==> config.mk <==
export PLATFORM = sky130hd
export DESIGN_NAME = jt10_adpcm_rom_arb
export DESIGN_NICKNAME = d
export VERILOG_FILES = /design/src/rtl/jt10_adpcm_pkg.sv /design/src/rtl/jt10_adpcm_rom_port.sv /design/src/rtl/jt10_adpcm_rom_arb.sv
export SDC_FILE = /design/constraint.sdc
export NUM_CORES = 1
export LEC_CHECK = 0
export ABC_AREA = 0
export BUFFER_PORTS_ARGS = -buffer_cell sky130_fd_sc_hd__buf_2
export CORE_MARGIN = 5
export CORE_UTILIZATION = 30
export CTS_CLUSTER_DIAMETER = 120
export DETAILED_ROUTE_END_ITERATION = 8
export GPL_ROUTABILITY_DRIVEN = 0
export GPL_TIMING_DRIVEN = 0
export PLACE_DENSITY_LB_ADDON = 0.25
export SETUP_SLACK_MARGIN = 0.5
export SLEW_MARGIN = 20
export SYNTH_ARGS = -nofsm -noshare
export SYNTH_HDL_FRONTEND = slang
export SYNTH_SLANG_ARGS = --single-unit
==> constraint.sdc <==
create_clock -name clk -period 3.13 [get_ports clk]
set_input_delay 0.4695 -clock clk [delete_from_list [all_inputs] [get_ports clk]]
set_output_delay 0.4695 -clock clk [all_outputs]
set_load 0.02 [all_outputs]
==> src/rtl/jt10_adpcm_pkg.sv <==
// ----------------------------------------------------------------------------
// jt10_adpcm_pkg
// Shared definitions for the ADPCM sample-ROM arbiter:
//   - ADPCM_AW    : default byte-address width ({bank,addr} for ADPCM-A)
//   - arb_state_t : arbiter FSM encoding (IDLE / BUSY_A / BUSY_B)
//   - RR_A/RR_B   : values of the round-robin "last granted" bit
// ----------------------------------------------------------------------------
package jt10_adpcm_pkg;

  localparam int ADPCM_AW = 24;

  typedef enum logic [1:0] {
    ST_IDLE   = 2'd0,
    ST_BUSY_A = 2'd1,
    ST_BUSY_B = 2'd2
  } arb_state_t;

  // rr records which requester was granted most recently.
  localparam logic RR_A = 1'b0;
  localparam logic RR_B = 1'b1;

endpackage

==> src/rtl/jt10_adpcm_rom_port.sv <==
// ----------------------------------------------------------------------------
// jt10_adpcm_rom_port
// Per-requester byte holder. Keeps the last fetched byte with the address it
// came from, and tells the arbiter whether a fetch is needed.
// Ports:
//   clk, rst_n     : clock, asynchronous active-low reset
//   addr_i         : requester byte address
//   roe_n_i        : requester read enable, active low
//   load_i         : memory ack for a fetch granted to this requester
//   load_addr_i    : address that was fetched (the memory-side address)
//   load_data_i    : fetched byte
//   data_o         : byte last fetched for this requester
//   pend_o         : read enabled and held byte does not match addr_i
//   ok_o           : read enabled and held byte matches addr_i
// ----------------------------------------------------------------------------
module jt10_adpcm_rom_port
  import jt10_adpcm_pkg::*;
#(
  parameter int AW = ADPCM_AW
) (
  input  logic          clk,
  input  logic          rst_n,
  input  logic [AW-1:0] addr_i,
  input  logic          roe_n_i,
  input  logic          load_i,
  input  logic [AW-1:0] load_addr_i,
  input  logic [7:0]    load_data_i,
  output logic [7:0]    data_o,
  output logic          pend_o,
  output logic          ok_o
);

  logic [AW-1:0] tag_q;
  logic          vld_q;
  logic [7:0]    data_q;
  logic          hit;

  // The tag is taken from the memory-side address so that a requester that
  // moved on mid-fetch sees a mismatch and asks again.
  always_ff @(posedge clk or negedge rst_n) begin
    if (!rst_n) begin
      tag_q  <= '0;
      vld_q  <= 1'b0;
      data_q <= 8'h00;
    end else if (load_i) begin
      tag_q  <= load_addr_i;
      vld_q  <= 1'b1;
      data_q <= load_data_i;
    end
  end

  assign hit    = vld_q && (tag_q == addr_i);
  assign pend_o = !roe_n_i && !hit;
  assign ok_o   = !roe_n_i && hit;
  assign data_o = data_q;

endmodule

==> src/rtl/jt10_adpcm_rom_arb.sv <==
// ----------------------------------------------------------------------------
// jt10_adpcm_rom_arb
// Shares one sample-ROM port between the ADPCM-A and ADPCM-B drivers. Each
// requester keeps its last byte; a fetch is issued only when the held byte
// does not match the requested address. Ties are resolved round-robin.
// Ports:
//   clk, rst_n              : clock, asynchronous active-low reset
//   a_addr, a_roe_n         : ADPCM-A address / read enable (active low)
//   a_data, a_ok            : ADPCM-A byte and "byte matches address" flag
//   b_addr, b_roe_n         : ADPCM-B address / read enable (active low)
//   b_data, b_ok            : ADPCM-B byte and "byte matches address" flag
//   mem_addr, mem_req       : ROM fetch address and level request
//   mem_ack, mem_dout       : ROM one-cycle ack with data
//   dbg_state_o             : current arbiter state
//
// Memory handshake: mem_req is a level that rises with a stable mem_addr and
// stays high, with mem_addr unchanged, until the cycle mem_ack is sampled
// high; mem_dout is taken in that cycle and mem_req drops on the next edge.
// An ack while no request is outstanding is ignored.
// ----------------------------------------------------------------------------
module jt10_adpcm_rom_arb
  import jt10_adpcm_pkg::*;
#(
  parameter int AW = ADPCM_AW
) (
  input  logic          clk,
  input  logic          rst_n,
  input  logic [AW-1:0] a_addr,
  input  logic          a_roe_n,
  output logic [7:0]    a_data,
  output logic          a_ok,
  input  logic [AW-1:0] b_addr,
  input  logic          b_roe_n,
  output logic [7:0]    b_data,
  output logic          b_ok,
  output logic [AW-1:0] mem_addr,
  output logic          mem_req,
  input  logic          mem_ack,
  input  logic [7:0]    mem_dout,
  output arb_state_t    dbg_state_o
);

  arb_state_t    state_q;
  logic          rr_q;
  logic          mem_req_q;
  logic [AW-1:0] mem_addr_q;

  logic pend_a, pend_b;
  logic grant_a, grant_b;
  logic load_a, load_b;

  // On a tie, the requester that was not granted last wins.
  assign grant_a = pend_a && (!pend_b || (rr_q == RR_B));
  assign grant_b = pend_b && (!pend_a || (rr_q == RR_A));

  // Only an ack for the outstanding fetch may load a requester.
  assign load_a = (state_q == ST_BUSY_A) && mem_ack;
  assign load_b = (state_q == ST_BUSY_B) && mem_ack;

  always_ff @(posedge clk or negedge rst_n) begin
    if (!rst_n) begin
      state_q    <= ST_IDLE;
      rr_q       <= RR_B;
      mem_req_q  <= 1'b0;
      mem_addr_q <= '0;
    end else begin
      case (state_q)
        ST_IDLE: begin
          if (grant_a) begin
            state_q    <= ST_BUSY_A;
            mem_req_q  <= 1'b1;
            mem_addr_q <= a_addr;
            rr_q       <= RR_A;
          end else if (grant_b) begin
            state_q    <= ST_BUSY_B;
            mem_req_q  <= 1'b1;
            mem_addr_q <= b_addr;
            rr_q       <= RR_B;
          end
        end
        ST_BUSY_A, ST_BUSY_B: begin
          if (mem_ack) begin
            state_q   <= ST_IDLE;
            mem_req_q <= 1'b0;
          end
        end
        default: begin
          state_q   <= ST_IDLE;
          mem_req_q <= 1'b0;
        end
      endcase
    end
  end

  jt10_adpcm_rom_port #(.AW(AW)) u_port_a (
    .clk         (clk),
    .rst_n       (rst_n),
    .addr_i      (a_addr),
    .roe_n_i     (a_roe_n),
    .load_i      (load_a),
    .load_addr_i (mem_addr_q),
    .load_data_i (mem_dout),
    .data_o      (a_data),
    .pend_o      (pend_a),
    .ok_o        (a_ok)
  );

  jt10_adpcm_rom_port #(.AW(AW)) u_port_b (
    .clk         (clk),
    .rst_n       (rst_n),
    .addr_i      (b_addr),
    .roe_n_i     (b_roe_n),
    .load_i      (load_b),
    .load_addr_i (mem_addr_q),
    .load_data_i (mem_dout),
    .data_o      (b_data),
    .pend_o      (pend_b),
    .ok_o        (b_ok)
  );

  assign mem_req     = mem_req_q;
  assign mem_addr    = mem_addr_q;
  assign dbg_state_o = state_q;

endmodule

======== After elaboration in Yosys (flattened, before gate mapping) ========
Cells that the tools add are included.
Widths: inputs -> output; s select.
word-level totals
  register bits ........................... 94
  bits of input ports ..................... 61
  output and inout port bits .............. 45
  word-level logic and storage cells ...... 51
cells by class
  eq/ne operators ......................... 6
  multiplexer cells ....................... 11
  bitwise logic cells ..................... 1
  reductions and logical operators ........ 23
operator list
  operator            number
  $eq 24x24->1        2
  $mux 24             2
  $logic_and 1x1->1   10
  $logic_not 1->1     6
  $mux 2              3
  $mux 1              4
  $pmux 2 s2          1
  $reduce_and 2->1    2
  $ne 3x3->1 const B  1
  $eq 2x1->1 const B  1
  $eq 2x2->1 const B  1
  $logic_not 2->1     1
  $logic_or 1x1->1    2
  $ne 2x2->1 const B  1
  $pmux 1 s2          1
  $reduce_bool 2->1   1
  $reduce_or 2->1     1
  $not 1->1           1

======== Depth between registers and ports, before layout ========
Gate-level depths: netlist of the first run.
  word-level depth ........................ 10
  depth in mapped cells ................... 8
  mapped depth without buffers ............ 6

======== Modules after synthesis ========
Synthesis of the first run repeated with hierarchy kept, for this count alone.
unflattened totals
  cell total of the unflattened synthesis .. 375
  area total of the unflattened synthesis .. 4420.5 um^2
by module, submodules not included
  module               instances  cells an instance  area each (um^2)  sequential area each (um^2)
  jt10_adpcm_rom_port  2          105                1497.7            825.8
  jt10_adpcm_rom_arb   1          165                1425.1            701.9

======== Worst setup path after synthesis of the first run ========
No wires, ideal clock.
  path kind ............................... input to register
  start ................................... input port a_addr[0]
  end ..................................... register mem_addr_q[10] (netlist: mem_addr[10])
  library setup time ...................... 82 ps
  data arrival time ....................... 2252 ps
  data required time ...................... 3048 ps
  setup slack ............................. 796 ps
  stages on the path ...................... 8
  path buffers ............................ 2
  path through ............................ xor2_1 or4_1 nor4_4 a211oi_2 or2_1 buf_6 buf_6 a31oi_1
between the ends
  longest elaborated chain between the ends .. 9
  elaborated cells between the ends (all ways) .. 11
  classes of those cells .................. eq/ne (1); mux (1); reduce/logical (9)
RTL lines
  element                      line                       source
  start: declaration           jt10_adpcm_rom_arb.sv:28   input logic [AW-1:0] a_addr,
  $eq 24x24->1 (*)             jt10_adpcm_rom_port.sv:52  assign hit = vld_q && (tag_q == addr_i);
  $logic_and 1x1->1 (*)        jt10_adpcm_rom_port.sv:52
  $logic_not 1->1 (*)          jt10_adpcm_rom_port.sv:53  assign pend_o = !roe_n_i && !hit;
  $logic_and 1x1->1 (*)        jt10_adpcm_rom_port.sv:53
  $logic_not 1->1              jt10_adpcm_rom_arb.sv:54   assign grant_b = pend_b && (!pend_a || (rr_q == RR_A));
  $logic_or 1x1->1             jt10_adpcm_rom_arb.sv:54
  $logic_and 1x1->1            jt10_adpcm_rom_arb.sv:54
  $reduce_bool 2->1 (no line)  n/a
  $reduce_and 2->1 (no line)   n/a
  end signal: assignment       jt10_adpcm_rom_arb.sv:72   mem_addr_q <= a_addr;
  end signal: assignment       jt10_adpcm_rom_arb.sv:77   mem_addr_q <= b_addr;
  end: declaration             jt10_adpcm_rom_arb.sv:46   logic [AW-1:0] mem_addr_q;
Every way passes the cells marked *; elsewhere a longest branch is shown, timed or not.
A chain may end at the register's enable or synchronous reset.

======== Final worst setup path of the first run ========
  start ................................... register u_port_a.tag_q[11]
  end ..................................... output port a_ok
between the ends
  longest elaborated chain between the ends .. 3
RTL lines
  element                   line                       source
  start: declaration        jt10_adpcm_rom_port.sv:33  logic [AW-1:0] tag_q;
  start signal: assignment  jt10_adpcm_rom_port.sv:46  tag_q <= load_addr_i;
  $eq 24x24->1              jt10_adpcm_rom_port.sv:52
  $logic_and 1x1->1         jt10_adpcm_rom_port.sv:52
  $logic_and 1x1->1         jt10_adpcm_rom_port.sv:54  assign ok_o = !roe_n_i && hit;
  end: declaration          jt10_adpcm_rom_arb.sv:31   output logic a_ok,
No other way between the ends.

==> results of run 1 <==
[report_power, final]
part	leakage (nW)	switching, mW	internal [mW]
registers	1.08	0.461	1.84
logic	1.21	1.53	1.14
clock network	0.158	0.460	0.703
[critical path: stages, from the launching register on]
cell and delay, ps:
sky130_fd_sc_hd__dfrtp_1 410, sky130_fd_sc_hd__xor2_2 170, sky130_fd_sc_hd__or4_4 530, sky130_fd_sc_hd__nor4b_4 220, sky130_fd_sc_hd__nand3_1 130, sky130_fd_sc_hd__nor2_1 130
sky130_fd_sc_hd__buf_4 150
[area by class of cell]
cell class | count | area [µm²]
clock inverter | 2 | 38.8
sequential | 94 | 2350
fill | 1504 | 9270
clock buffer | 13 | 280
timing repair buffer | 107 | 569
multi-input combinational | 276 | 2210
buffer | 23 | 119
tap | 188 | 235
inverter | 4 | 15.0
[state kept, by name (all words and copies together), names as in the netlist]
register,cells
mem_req,1
rr_q,1
u_port_b.data_o,8
u_port_b.tag_q,24
u_port_a.data_o,8
u_port_a.tag_q,24
u_port_b.vld_q,1
dbg_state_o,2
mem_addr,24
u_port_a.vld_q,1
[path summary, 6_finish.rpt]
kind	from	to	slack (ps)	cells after the start
worst max-delay path	u_port_a.tag_q[11]	a_ok	560	6
worst min-delay path	rst_n	mem_addr[6]	40	1
worst max register to register	u_port_a.tag_q[4]	mem_addr[17]	620	8
worst min register to register	u_port_b.data_o[7]	u_port_b.data_o[7]	500	1
max in group asynchronous	rst_n	rr_q	2430	2
min in group clk	mem_dout[3]	u_port_a.data_o[3]	370	2
[stage by stage]
step	worst slack (ps)	instance area, µm²	hold slack, ps	total power, mW	util
2_1_floorplan	796	4580	174	3.95	-
3_3_place_gp	206	5340	487	4.82	0.354
3_5_place_dp	179	5370	427	4.89	0.356
4_1_cts	407	5710	47.5	6.10	0.379
5_1_grt	466	5820	51.4	6.51	0.386
6_report	564	5820	42.5	6.14	0.386
[logic make-up after synthesis]
family / count (synthesis)
AOI/OAI and AO/OA: 63
xor gates and xnor gates: 48
adders and majority gates: 3
buffers and inverters: 27
DFF: 94
muxes: 64
and+or+nand+nor: 98
[per-layer routing]
| metal | vias up | global-route usage | wire (µm) |
|---|---|---|---|
| li1 | 1691 | - | - |
| met1 | 1843 | 0.208 | 6160 |
| met2 | 158 | 0.251 | 6730 |
| met3 | 24 | 0.0585 | 1040 |
| met4 | 0 | 0.0634 | 339 |
| met5 | - | 0 | 0 |
[Yosys cell counts, types with 2 or more instances]
library cell | count | area [µm²]
sky130_fd_sc_hd__dfrtp_1 | 93 | 2330
sky130_fd_sc_hd__mux2_2 | 64 | 721
sky130_fd_sc_hd__xnor2_1 | 33 | 289
sky130_fd_sc_hd__nand3_1 | 28 | 140
sky130_fd_sc_hd__o21ai_0 | 26 | 130
sky130_fd_sc_hd__a31oi_1 | 25 | 156
sky130_fd_sc_hd__nor3_1 | 25 | 125
sky130_fd_sc_hd__xor2_1 | 15 | 131
sky130_fd_sc_hd__nand2_1 | 13 | 48.8
sky130_fd_sc_hd__clkbuf_1 | 12 | 45.0
sky130_fd_sc_hd__nand4_1 | 9 | 56.3
sky130_fd_sc_hd__buf_1 | 7 | 26.3
sky130_fd_sc_hd__nor4_1 | 7 | 43.8
sky130_fd_sc_hd__inv_1 | 4 | 15.0
sky130_fd_sc_hd__buf_6 | 3 | 33.8
sky130_fd_sc_hd__ha_1 | 3 | 37.5
sky130_fd_sc_hd__nand2b_1 | 3 | 18.8
sky130_fd_sc_hd__nor2_1 | 3 | 11.3
sky130_fd_sc_hd__or4_1 | 3 | 22.5
sky130_fd_sc_hd__a211oi_1 | 2 | 15.0
sky130_fd_sc_hd__a21oi_1 | 2 | 10.0
sky130_fd_sc_hd__nand4b_1 | 2 | 17.5
sky130_fd_sc_hd__nor4b_1 | 2 | 17.5
[timing repair]
action	CTS	global route
pin swaps	0	3
setup endpoints to repair	23	25
resized for setup	8	19
buffers inserted	0	1
endpoints found under the hold margin	0	0
==> metrics.txt, run 1 <==
# TYPE chip_impl_metric gauge
chip_impl_metric{name="ir_worst_vdd",unit="mV"} 0.530
chip_impl_metric{name="required",unit="ps"} 2660
chip_impl_metric{name="setup_viol_count_final",unit=""} 0
chip_impl_metric{name="wire_length_of_the_first_global_routing_pass",unit="µm"} 22100
chip_impl_metric{name="tritoncts_num_sinks",unit=""} 94
chip_impl_metric{name="synth_fa_ha_area_frac",unit=""} 0.00820
chip_impl_info{name="cts.root.buffer_cell",value="sky130_fd_sc_hd__clkbuf_16"} 1
chip_impl_metric{name="route.vias.total",unit=""} 3716
chip_impl_metric{name="worst_slew_pin_slew",unit="ps"} 828
chip_impl_metric{name="i_o_pin_count",unit=""} 106
chip_impl_metric{name="design.die.area",unit="mm²"} 0.0178
chip_impl_metric{name="vias_in_the_first_global_route",unit=""} 3860
chip_impl_metric{name="globalRouteTotalUtil",unit=""} 0.162
chip_impl_metric{name="final_max_slew_viol_count",unit=""} 0
chip_impl_info{name="start_kind",value="flop"} 1
chip_impl_metric{name="worst_ep_arrival_time",unit="ps"} 2100
chip_impl_metric{name="crit_fanout",unit=""} 2
chip_impl_metric{name="max_cap_viol",unit=""} 0
chip_impl_metric{name="drive_above_1_share",unit=""} 0.414
chip_impl_metric{name="layout-area-overhead-vs-synth",unit="%"} 27.2
chip_impl_info{name="commonest_non_fill_non_tap_cells_in_the_layout",value="sky130_fd_sc_hd__buf_2, sky130_fd_sc_hd__dfrtp_1, sky130_fd_sc_hd__mux2_2"} 1
chip_impl_info{name="cp-end-kind",value="output port"} 1
chip_impl_metric{name="syn-cell-area",unit="mm²"} 0.00458
chip_impl_metric{name="syn-num-nets",unit=""} 461
chip_impl_metric{name="antenna_cells_inserted",unit=""} 0
chip_impl_metric{name="synth-compound-area-share",unit=""} 0.0828
chip_impl_info{name="most_common_cell_after_layout_fill_and_taps_aside",value="sky130_fd_sc_hd__buf_2"} 1
chip_impl_metric{name="fp-row-count",unit=""} 45
chip_impl_metric{name="layoutNonFillerInstCount",unit=""} 707
chip_impl_metric{name="hold_buffers",unit=""} 0
chip_impl_metric{name="post_synth_mux_area_share",unit=""} 0.157
chip_impl_metric{name="post_synth.cell_area_avg",unit="µm²"} 11.5
chip_impl_metric{name="min_period_over_period",unit=""} 0.820
chip_impl_metric{name="floorplan.initialDensity",unit=""} 0.303
chip_impl_metric{name="timing.max_slew.rel_slack",unit=""} 0.445
chip_impl_metric{name="timing.setup.tns",unit="ps"} 0
chip_impl_metric{name="fp.coreArea",unit="mm²"} 0.0151
chip_impl_metric{name="synth_xor_xnor_area_share",unit=""} 0.0919
chip_impl_metric{name="synth.yosys.seq_area_share",unit=""} 0.514
chip_impl_metric{name="drt_pre_antenna_iters",unit=""} 4
chip_impl_metric{name="cellPowerDensity",unit="mW/mm²"} 1050
chip_impl_info{name="timing_worst_setup_path_type",value="reg2out"} 1
chip_impl_metric{name="final_antenna_net_count",unit=""} 0
chip_impl_metric{name="clock-skew-final",unit="ps"} 7.27
chip_impl_metric{name="grt_max_degree",unit=""} 53
chip_impl_metric{name="synth_simple_gate_area_frac",unit=""} 0.118
chip_impl_metric{name="clock_latency_on_the_worst_skew_pair",unit="ps"} 350
chip_impl_metric{name="synth_enable_flop_cells",unit=""} 0
chip_impl_metric{name="period_minus_ws_final",unit="ps"} 2570
chip_impl_metric{name="timing.fmax",unit="MHz"} 390
chip_impl_metric{name="detail_route.drc_violations",unit=""} 0
chip_impl_info{name="synth_top_family_by_area",value="multiplexers"} 1
chip_impl_metric{name="dieWidth",unit="µm"} 134
chip_impl_metric{name="cts_max_path_buffers",unit=""} 2
chip_impl_metric{name="drt_first_iter_violations",unit=""} 266
chip_impl_metric{name="number_of_levels_in_the_clock_h_tree",unit=""} 3
chip_impl_metric{name="yosysWarningCount",unit=""} 0
chip_impl_metric{name="antenna_found_initial",unit=""} 0
chip_impl_metric{name="path_clk_slew",unit="ps"} 70
chip_impl_metric{name="floorplan.die.height",unit="µm"} 134
chip_impl_info{name="hold_path_class",value="in2async"} 1
chip_impl_metric{name="globalRoute.totalOverflow",unit=""} 0
chip_impl_info{name="cts_tree",value="built"} 1
chip_impl_metric{name="final_nets",unit=""} 579
chip_impl_metric{name="yosysUniqueCellTypes",unit=""} 36
chip_impl_info{name="run_status",value="finished, final reports clean"} 1
chip_impl_metric{name="dp_hpwl",unit="µm"} 10500
chip_impl_metric{name="ys_ff_latch",unit=""} 94
chip_impl_info{name="synth_flop_cell",value="sky130_fd_sc_hd__dfrtp_1"} 1
chip_impl_metric{name="route.final.wire_length",unit="µm"} 14300
chip_impl_metric{name="dp.cells",unit=""} 691
chip_impl_metric{name="wl_per_cell",unit="µm"} 20.2
chip_impl_metric{name="buffer_ports.inserted",unit=""} 105
chip_impl_metric{name="detail_route.vias_per_cell",unit=""} 5.26
chip_impl_info{name="unrepaired_setup_endpoints_after_global_routing",value="yes"} 1
chip_impl_metric{name="tritoncts.num_buffers",unit=""} 9
chip_impl_metric{name="proportion_of_synthesized_flip_flops_having_asynchronous_set_or_reset",unit=""} 1.00
chip_impl_metric{name="syn_inst",unit=""} 397
chip_impl_metric{name="final-hold-violation-count",unit=""} 0
chip_impl_metric{name="total_leakage_power",unit="nW"} 2.46
Note: power is estimated with default switching activity, not from simulation.
==> inputs of run 2 (changes only) <==
- clock period: 3.13 -> 2.6 ns (I/O delays scaled with it)
==> run 2 against run 1 <==
Compared with the run above: critical path depth stayed put; sequential cell count stayed put; register-to-register slack worse by 460 ps; largest power group unchanged; final cell count is 1.3% higher; largest cell class unchanged; wire length is 0.59% higher; critical path type unchanged.
==> metrics.txt, run 2 (same netlist as run 1, synthesis figures left out) <==
# TYPE chip_impl_metric gauge
chip_impl_metric{name="crit_fanout",unit=""} 2
chip_impl_metric{name="clock_latency_on_the_worst_skew_pair",unit="ps"} 350
chip_impl_info{name="timing_worst_setup_path_type",value="reg2out"} 1
chip_impl_info{name="cts_tree",value="built"} 1
chip_impl_metric{name="final_antenna_net_count",unit=""} 0
chip_impl_metric{name="final-hold-violation-count",unit=""} 0
chip_impl_metric{name="ir_worst_vdd",unit="mV"} 0.605
chip_impl_metric{name="timing.max_slew.rel_slack",unit=""} 0.524
chip_impl_info{name="start_kind",value="flop"} 1
chip_impl_metric{name="drt_pre_antenna_iters",unit=""} 4
chip_impl_metric{name="final_max_slew_viol_count",unit=""} 0
chip_impl_info{name="routed.top_layer",value="met4"} 1
chip_impl_metric{name="cellPowerDensity",unit="mW/mm²"} 1250
chip_impl_metric{name="tritoncts.num_buffers",unit=""} 9
chip_impl_metric{name="max_cap_viol",unit=""} 0
chip_impl_metric{name="clock-skew-final",unit="ps"} 9.59
chip_impl_metric{name="detail_route.vias_per_cell",unit=""} 5.17
chip_impl_metric{name="globalRouteTotalUtil",unit=""} 0.165
chip_impl_metric{name="dp_hpwl",unit="µm"} 10500
chip_impl_metric{name="total_leakage_power",unit="nW"} 2.59
chip_impl_metric{name="layout-area-overhead-vs-synth",unit="%"} 32.4
chip_impl_metric{name="power.total",unit="mW"} 7.55
chip_impl_metric{name="worst_ep_arrival_time",unit="ps"} 2090
chip_impl_metric{name="comb_power_share",unit=""} 0.440
chip_impl_metric{name="buffer_ports.inserted",unit=""} 105
chip_impl_metric{name="design.die.area",unit="mm²"} 0.0178
chip_impl_metric{name="power_frac_clock",unit=""} 0.189
chip_impl_info{name="cts.root.buffer_cell",value="sky130_fd_sc_hd__clkbuf_16"} 1
chip_impl_metric{name="dieWidth",unit="µm"} 134
chip_impl_metric{name="min_period_over_period",unit=""} 0.953
chip_impl_metric{name="layout.filler_cells",unit=""} 1486
chip_impl_metric{name="globalRoute.totalOverflow",unit=""} 0
chip_impl_metric{name="drt_first_iter_violations",unit=""} 217
chip_impl_metric{name="route.met3.wl",unit="µm"} 984
chip_impl_metric{name="floorplan.initialDensity",unit=""} 0.303
chip_impl_metric{name="antenna_found_initial",unit=""} 0
chip_impl_metric{name="tritoncts_num_sinks",unit=""} 94
chip_impl_metric{name="setup_slack",unit="ps"} 122
chip_impl_metric{name="met2_length",unit="µm"} 6780
chip_impl_metric{name="grt_max_degree",unit=""} 51
chip_impl_metric{name="detail_route.drc_violations",unit=""} 0
chip_impl_metric{name="wl_per_cell",unit="µm"} 20.1
chip_impl_metric{name="worst_slew_pin_slew",unit="ps"} 713
chip_impl_metric{name="drive_above_1_share",unit=""} 0.464
chip_impl_metric{name="path_clk_slew",unit="ps"} 70
chip_impl_info{name="run_status",value="finished, final reports clean"} 1
chip_impl_info{name="cp-end-kind",value="output port"} 1
chip_impl_metric{name="route.vias.total",unit=""} 3705
chip_impl_info{name="most_common_cell_after_layout_fill_and_taps_aside",value="sky130_fd_sc_hd__buf_2"} 1
chip_impl_metric{name="floorplan.die.height",unit="µm"} 134
chip_impl_metric{name="fp.coreArea",unit="mm²"} 0.0151
chip_impl_metric{name="p_seq_frac",unit=""} 0.371
chip_impl_metric{name="route.final.wire_length",unit="µm"} 14400
chip_impl_metric{name="fp-row-count",unit=""} 45
chip_impl_metric{name="vias_in_the_first_global_route",unit=""} 4059
chip_impl_metric{name="power_switching",unit="mW"} 2.99
chip_impl_metric{name="required",unit="ps"} 2210
chip_impl_metric{name="cts_max_path_buffers",unit=""} 2
chip_impl_metric{name="number_of_levels_in_the_clock_h_tree",unit=""} 3
chip_impl_metric{name="i_o_pin_count",unit=""} 106
chip_impl_metric{name="post-route-util",unit=""} 0.402
chip_impl_metric{name="power.share.switching",unit=""} 0.396
chip_impl_metric{name="placement.setup.worst_slack",unit="ps"} -279
chip_impl_info{name="hold_path_class",value="in2reg"} 1
chip_impl_info{name="unrepaired_setup_endpoints_after_global_routing",value="yes"} 1
chip_impl_metric{name="setup_viol_count_final",unit=""} 0
chip_impl_metric{name="final_nets",unit=""} 588
chip_impl_metric{name="antenna_cells_inserted",unit=""} 0
chip_impl_metric{name="timing.fmax",unit="MHz"} 403
chip_impl_metric{name="wire_length_of_the_first_global_routing_pass",unit="µm"} 22700
chip_impl_info{name="commonest_non_fill_non_tap_cells_in_the_layout",value="sky130_fd_sc_hd__buf_2, sky130_fd_sc_hd__dfrtp_1, sky130_fd_sc_hd__mux2_2"} 1
chip_impl_metric{name="met1Wirelength",unit="µm"} 6340
chip_impl_metric{name="period_minus_ws_final",unit="ps"} 2480
chip_impl_metric{name="cellInternalPower",unit="mW"} 4.56
==> run 2: cell count changes in the layout (fill, tap and decap cells not counted), moves of 3 or more <==
cell                       delta
sky130_fd_sc_hd__buf_1        -3
sky130_fd_sc_hd__buf_4        +8
sky130_fd_sc_hd__clkbuf_1     -3
sky130_fd_sc_hd__clkbuf_4     +3
sky130_fd_sc_hd__xnor2_1     -12
sky130_fd_sc_hd__xnor2_2     +12
==> run 2: critical path, stage by stage, from the launching register on <==
cell                      delay (ps)
sky130_fd_sc_hd__dfrtp_1         380
sky130_fd_sc_hd__xor2_1          170
sky130_fd_sc_hd__or4_1           540
sky130_fd_sc_hd__nor4b_2         220
sky130_fd_sc_hd__nand3_1         160
sky130_fd_sc_hd__nor2_2          140
sky130_fd_sc_hd__buf_6           130
==> run 2: final timing paths <==
path                               startpoint            endpoint  slack (ps)  cells after the start
hold / removal                    mem_dout[1]  u_port_b.data_o[1]         290                      2
max in group asynchronous               rst_n                rr_q        1390                      3
min in group asynchronous               rst_n        mem_addr[10]         550                      2
setup reg to reg            u_port_a.tag_q[6]         mem_addr[8]         160                      9
hold reg to reg            u_port_b.data_o[7]  u_port_b.data_o[7]         500                      1
setup / recovery           u_port_a.tag_q[13]                a_ok         120                      6
==> run 2: layout make-up <==
| cell class | count | area (µm²) | area share |
|---|---|---|---|
| Sequential cell | 94 | 2350 | 0.388 |
| Multi-Input combinational cell | 276 | 2320 | 0.382 |
| Timing Repair Buffer | 116 | 646 | 0.107 |
| Clock buffer | 10 | 239 | 0.0394 |
| Tap cell | 188 | 235 | 0.0388 |
| Buffer | 23 | 171 | 0.0283 |
| Clock inverter | 5 | 83.8 | 0.0138 |
| Inverter | 4 | 15.0 | 0.00248 |
==> run 2: what timing repair did <==
action	in CTS	in global routing
setup buffers	7	2
endpoints found under the setup margin	30	62
pin swaps	10	4
hold buffers	1	0
endpoints found under the hold margin	19	0
resized for setup	40	17
==> run 2: metal layers <==
layer	global-route usage	vias up
met5	0	-
met4	0.0457	0
met3	0.0544	18
met2	0.268	129
met1	0.213	1847
li1	-	1711
==> run 2: stage by stage <==
step	hold slack [ps]	std cells	cell area, µm²	TNS [ps]
final	289	716	6060	0
after global placement	484	690	5360	-4040
after floorplan	94.4	397	4600	0
after detailed placement	369	691	5390	-4630
after global routing	275	716	6060	0
after CTS	272	714	6010	0
==> run 2: power groups by stage <==
stage / Clock, mW / Combinational, mW / Sequential (mW)
final: 1.43 / 3.32 / 2.80
after global routing: 1.53 / 3.57 / 2.91
after CTS: 1.48 / 3.32 / 2.80
after detailed placement: 0 / 3.13 / 2.78
after global placement: 0 / 3.08 / 2.73
after floorplan: 0 / 1.68 / 3.08
==> inputs of run 3 (changes only) <==
- PLACE_DENSITY: default -> 0.54
- PLACE_DENSITY_LB_ADDON: 0.25 -> default
==> run 3 against run 2 <==
Compared with the run above: maximum frequency decreased by 2.2%; wire length increased by 5.3%; count of clock-buffer cells in the layout unchanged; die area unchanged; non-clock buffer count increased by 7; combinational power increased by 15%; critical path depth increased by 3; first-iteration DRC count decreased by 13%; design area increased by 6.5%; global-route usage decreased by 0.073 points; critical path type is now reg2reg.
==> metrics.txt, run 3 (same netlist as run 1, synthesis figures left out) <==
# TYPE chip_impl_metric gauge
chip_impl_metric{name="setup_viol_count_final",unit=""} 0
chip_impl_metric{name="timing.max_slew.rel_slack",unit=""} 0.548
chip_impl_metric{name="final_design_area_no_fill",unit="mm²"} 0.00645
chip_impl_info{name="run_status",value="finished, final reports clean"} 1
chip_impl_metric{name="wl_per_cell",unit="µm"} 20.9
chip_impl_info{name="hold_path_class",value="in2reg"} 1
chip_impl_metric{name="max_cap_viol",unit=""} 0
chip_impl_info{name="timing_worst_setup_path_type",value="reg2reg"} 1
chip_impl_metric{name="period_minus_ws_final",unit="ps"} 2530
chip_impl_metric{name="design.die.area",unit="mm²"} 0.0178
chip_impl_metric{name="min_period_over_period",unit=""} 0.975
chip_impl_metric{name="timing.fmax",unit="MHz"} 395
chip_impl_metric{name="clock_latency_on_the_worst_skew_pair",unit="ps"} 350
chip_impl_metric{name="globalRouteTotalUtil",unit=""} 0.165
chip_impl_metric{name="path_clk_slew",unit="ps"} 60
chip_impl_metric{name="layoutNonFillerInstCount",unit=""} 724
chip_impl_metric{name="number_of_levels_in_the_clock_h_tree",unit=""} 3
chip_impl_info{name="most_common_cell_after_layout_fill_and_taps_aside",value="sky130_fd_sc_hd__buf_2"} 1
chip_impl_metric{name="buffer_ports.inserted",unit=""} 105
chip_impl_metric{name="timing.setup.tns",unit="ps"} 0
chip_impl_metric{name="power.total",unit="mW"} 7.89
chip_impl_metric{name="layout.filler_cells",unit=""} 1423
chip_impl_info{name="start_kind",value="flop"} 1
chip_impl_metric{name="fp-row-count",unit=""} 45
chip_impl_metric{name="setup_slack",unit="ps"} 65.6
chip_impl_metric{name="layout-area-overhead-vs-synth",unit="%"} 41.0
chip_impl_metric{name="tritoncts.num_buffers",unit=""} 9
chip_impl_metric{name="floorplan.initialDensity",unit=""} 0.303
chip_impl_metric{name="wire_length_of_the_first_global_routing_pass",unit="µm"} 22600
chip_impl_metric{name="route.vias.total",unit=""} 3836
chip_impl_metric{name="cellPowerDensity",unit="mW/mm²"} 1220
chip_impl_metric{name="final-hold-violation-count",unit=""} 0
chip_impl_metric{name="drt_pre_antenna_iters",unit=""} 4
chip_impl_metric{name="detail_route.drc_violations",unit=""} 0
chip_impl_metric{name="antenna_cells_inserted",unit=""} 0
chip_impl_metric{name="drive_above_1_share",unit=""} 0.530
chip_impl_info{name="cts.root.buffer_cell",value="sky130_fd_sc_hd__clkbuf_16"} 1
chip_impl_metric{name="antenna_found_initial",unit=""} 0
chip_impl_metric{name="final_nets",unit=""} 595
chip_impl_info{name="commonest_non_fill_non_tap_cells_in_the_layout",value="sky130_fd_sc_hd__buf_2, sky130_fd_sc_hd__dfrtp_1, sky130_fd_sc_hd__mux2_2"} 1
chip_impl_metric{name="final_max_slew_viol_count",unit=""} 0
chip_impl_metric{name="dp_hpwl",unit="µm"} 10500
chip_impl_metric{name="grt_max_degree",unit=""} 52
chip_impl_metric{name="tritoncts_num_sinks",unit=""} 94
chip_impl_info{name="cts_tree",value="built"} 1
chip_impl_metric{name="i_o_pin_count",unit=""} 106
chip_impl_metric{name="globalRoute.totalOverflow",unit=""} 0
chip_impl_metric{name="dieWidth",unit="µm"} 134
chip_impl_metric{name="floorplan.die.height",unit="µm"} 134
chip_impl_metric{name="worst_slew_pin_slew",unit="ps"} 678
chip_impl_metric{name="total_leakage_power",unit="nW"} 2.69
chip_impl_metric{name="final_antenna_net_count",unit=""} 0
chip_impl_metric{name="clock-skew-final",unit="ps"} 5.94
chip_impl_metric{name="ir_worst_vdd",unit="mV"} 0.648
chip_impl_metric{name="drt_first_iter_violations",unit=""} 189
chip_impl_metric{name="fp.coreArea",unit="mm²"} 0.0151
chip_impl_metric{name="worst_ep_arrival_time",unit="ps"} 2800
chip_impl_metric{name="cts_max_path_buffers",unit=""} 2
chip_impl_info{name="cp-end-kind",value="flop"} 1
chip_impl_metric{name="vias_in_the_first_global_route",unit=""} 3932
chip_impl_metric{name="detail_route.vias_per_cell",unit=""} 5.30
chip_impl_metric{name="required",unit="ps"} 2870
chip_impl_info{name="unrepaired_setup_endpoints_after_global_routing",value="yes"} 1
chip_impl_metric{name="crit_fanout",unit=""} 6
chip_impl_metric{name="route.final.wire_length",unit="µm"} 15100
chip_impl_metric{name="post-route-util",unit=""} 0.428
chip_impl_metric{name="fin_hold_ws",unit="ps"} 285
chip_impl_metric{name="dp.cells",unit=""} 691
chip_impl_metric{name="post_dp_cell_area",unit="mm²"} 0.00539
chip_impl_metric{name="placement.setup.worst_slack",unit="ps"} -253
-- run 3: cell types whose count changed in the layout (fill, tap and decap cells not counted), moves of 11 or more --
cell and delta:
sky130_fd_sc_hd__a31oi_4 +12, sky130_fd_sc_hd__a31oi_1 -11, sky130_fd_sc_hd__nor3_2 +13, sky130_fd_sc_hd__nor3_1 -14
-- run 3: final cells by class --
| type | count | area (µm²) | area share |
|---|---|---|---|
| Tap cell | 188 | 235 | 0.0365 |
| Clock buffer | 10 | 239 | 0.0370 |
| Multi-Input combinational cell | 276 | 2610 | 0.404 |
| Buffer | 23 | 214 | 0.0332 |
| Sequential cell | 94 | 2350 | 0.365 |
| Timing Repair Buffer | 123 | 748 | 0.116 |
| Inverter | 4 | 15.0 | 0.00233 |
| Clock inverter | 6 | 37.5 | 0.00582 |
-- run 3: routing by layer --
| metal | GRT usage | wire (µm) | vias up |
|---|---|---|---|
| met5 | 0 | 0 | - |
| met2 | 0.264 | 7340 | 143 |
| li1 | - | - | 1721 |
| met1 | 0.211 | 6390 | 1941 |
| met3 | 0.0540 | 1050 | 31 |
| met4 | 0.0526 | 346 | 0 |
-- run 3: critical path: stages (launching register included) --
cell and delay (ps):
sky130_fd_sc_hd__dfrtp_1 400, sky130_fd_sc_hd__xor2_2 170, sky130_fd_sc_hd__or4_4 550, sky130_fd_sc_hd__nor4_4 350, sky130_fd_sc_hd__buf_4 180, sky130_fd_sc_hd__a211oi_4 70, sky130_fd_sc_hd__or2_1 270, sky130_fd_sc_hd__buf_6 150
sky130_fd_sc_hd__clkbuf_16 170, sky130_fd_sc_hd__a31oi_4 130
-- run 3: worst paths after layout --
kind | start | to | slack [ps] | depth (start not counted)
max | u_port_a.tag_q[6] | mem_addr[21] | 70 | 9
max reg2reg | u_port_a.tag_q[6] | mem_addr[21] | 70 | 9
min reg2reg | u_port_a.data_o[3] | u_port_a.data_o[3] | 510 | 1
min | mem_dout[1] | u_port_a.data_o[1] | 290 | 2
min in group asynchronous | rst_n | u_port_b.tag_q[7] | 540 | 2
max in group asynchronous | rst_n | rr_q | 1400 | 3
-- run 3: report_power, final --
part | internal (mW) | switching, mW | total (mW)
Sequential | 2.21 | 0.605 | 2.82
Clock | 0.669 | 0.579 | 1.25
Combinational | 1.74 | 2.08 | 3.82
-- run 3: repair_timing --
item / 4_1_cts / 5_1_grt
hold endpoints to repair: 1 / 0
buffers inserted: 9 / 4
hold buffers: 1 / 0
endpoints found under the setup margin: 34 / 57
pin swaps: 9 / 8
resized for setup: 47 / 65
cloned: 1 / 2
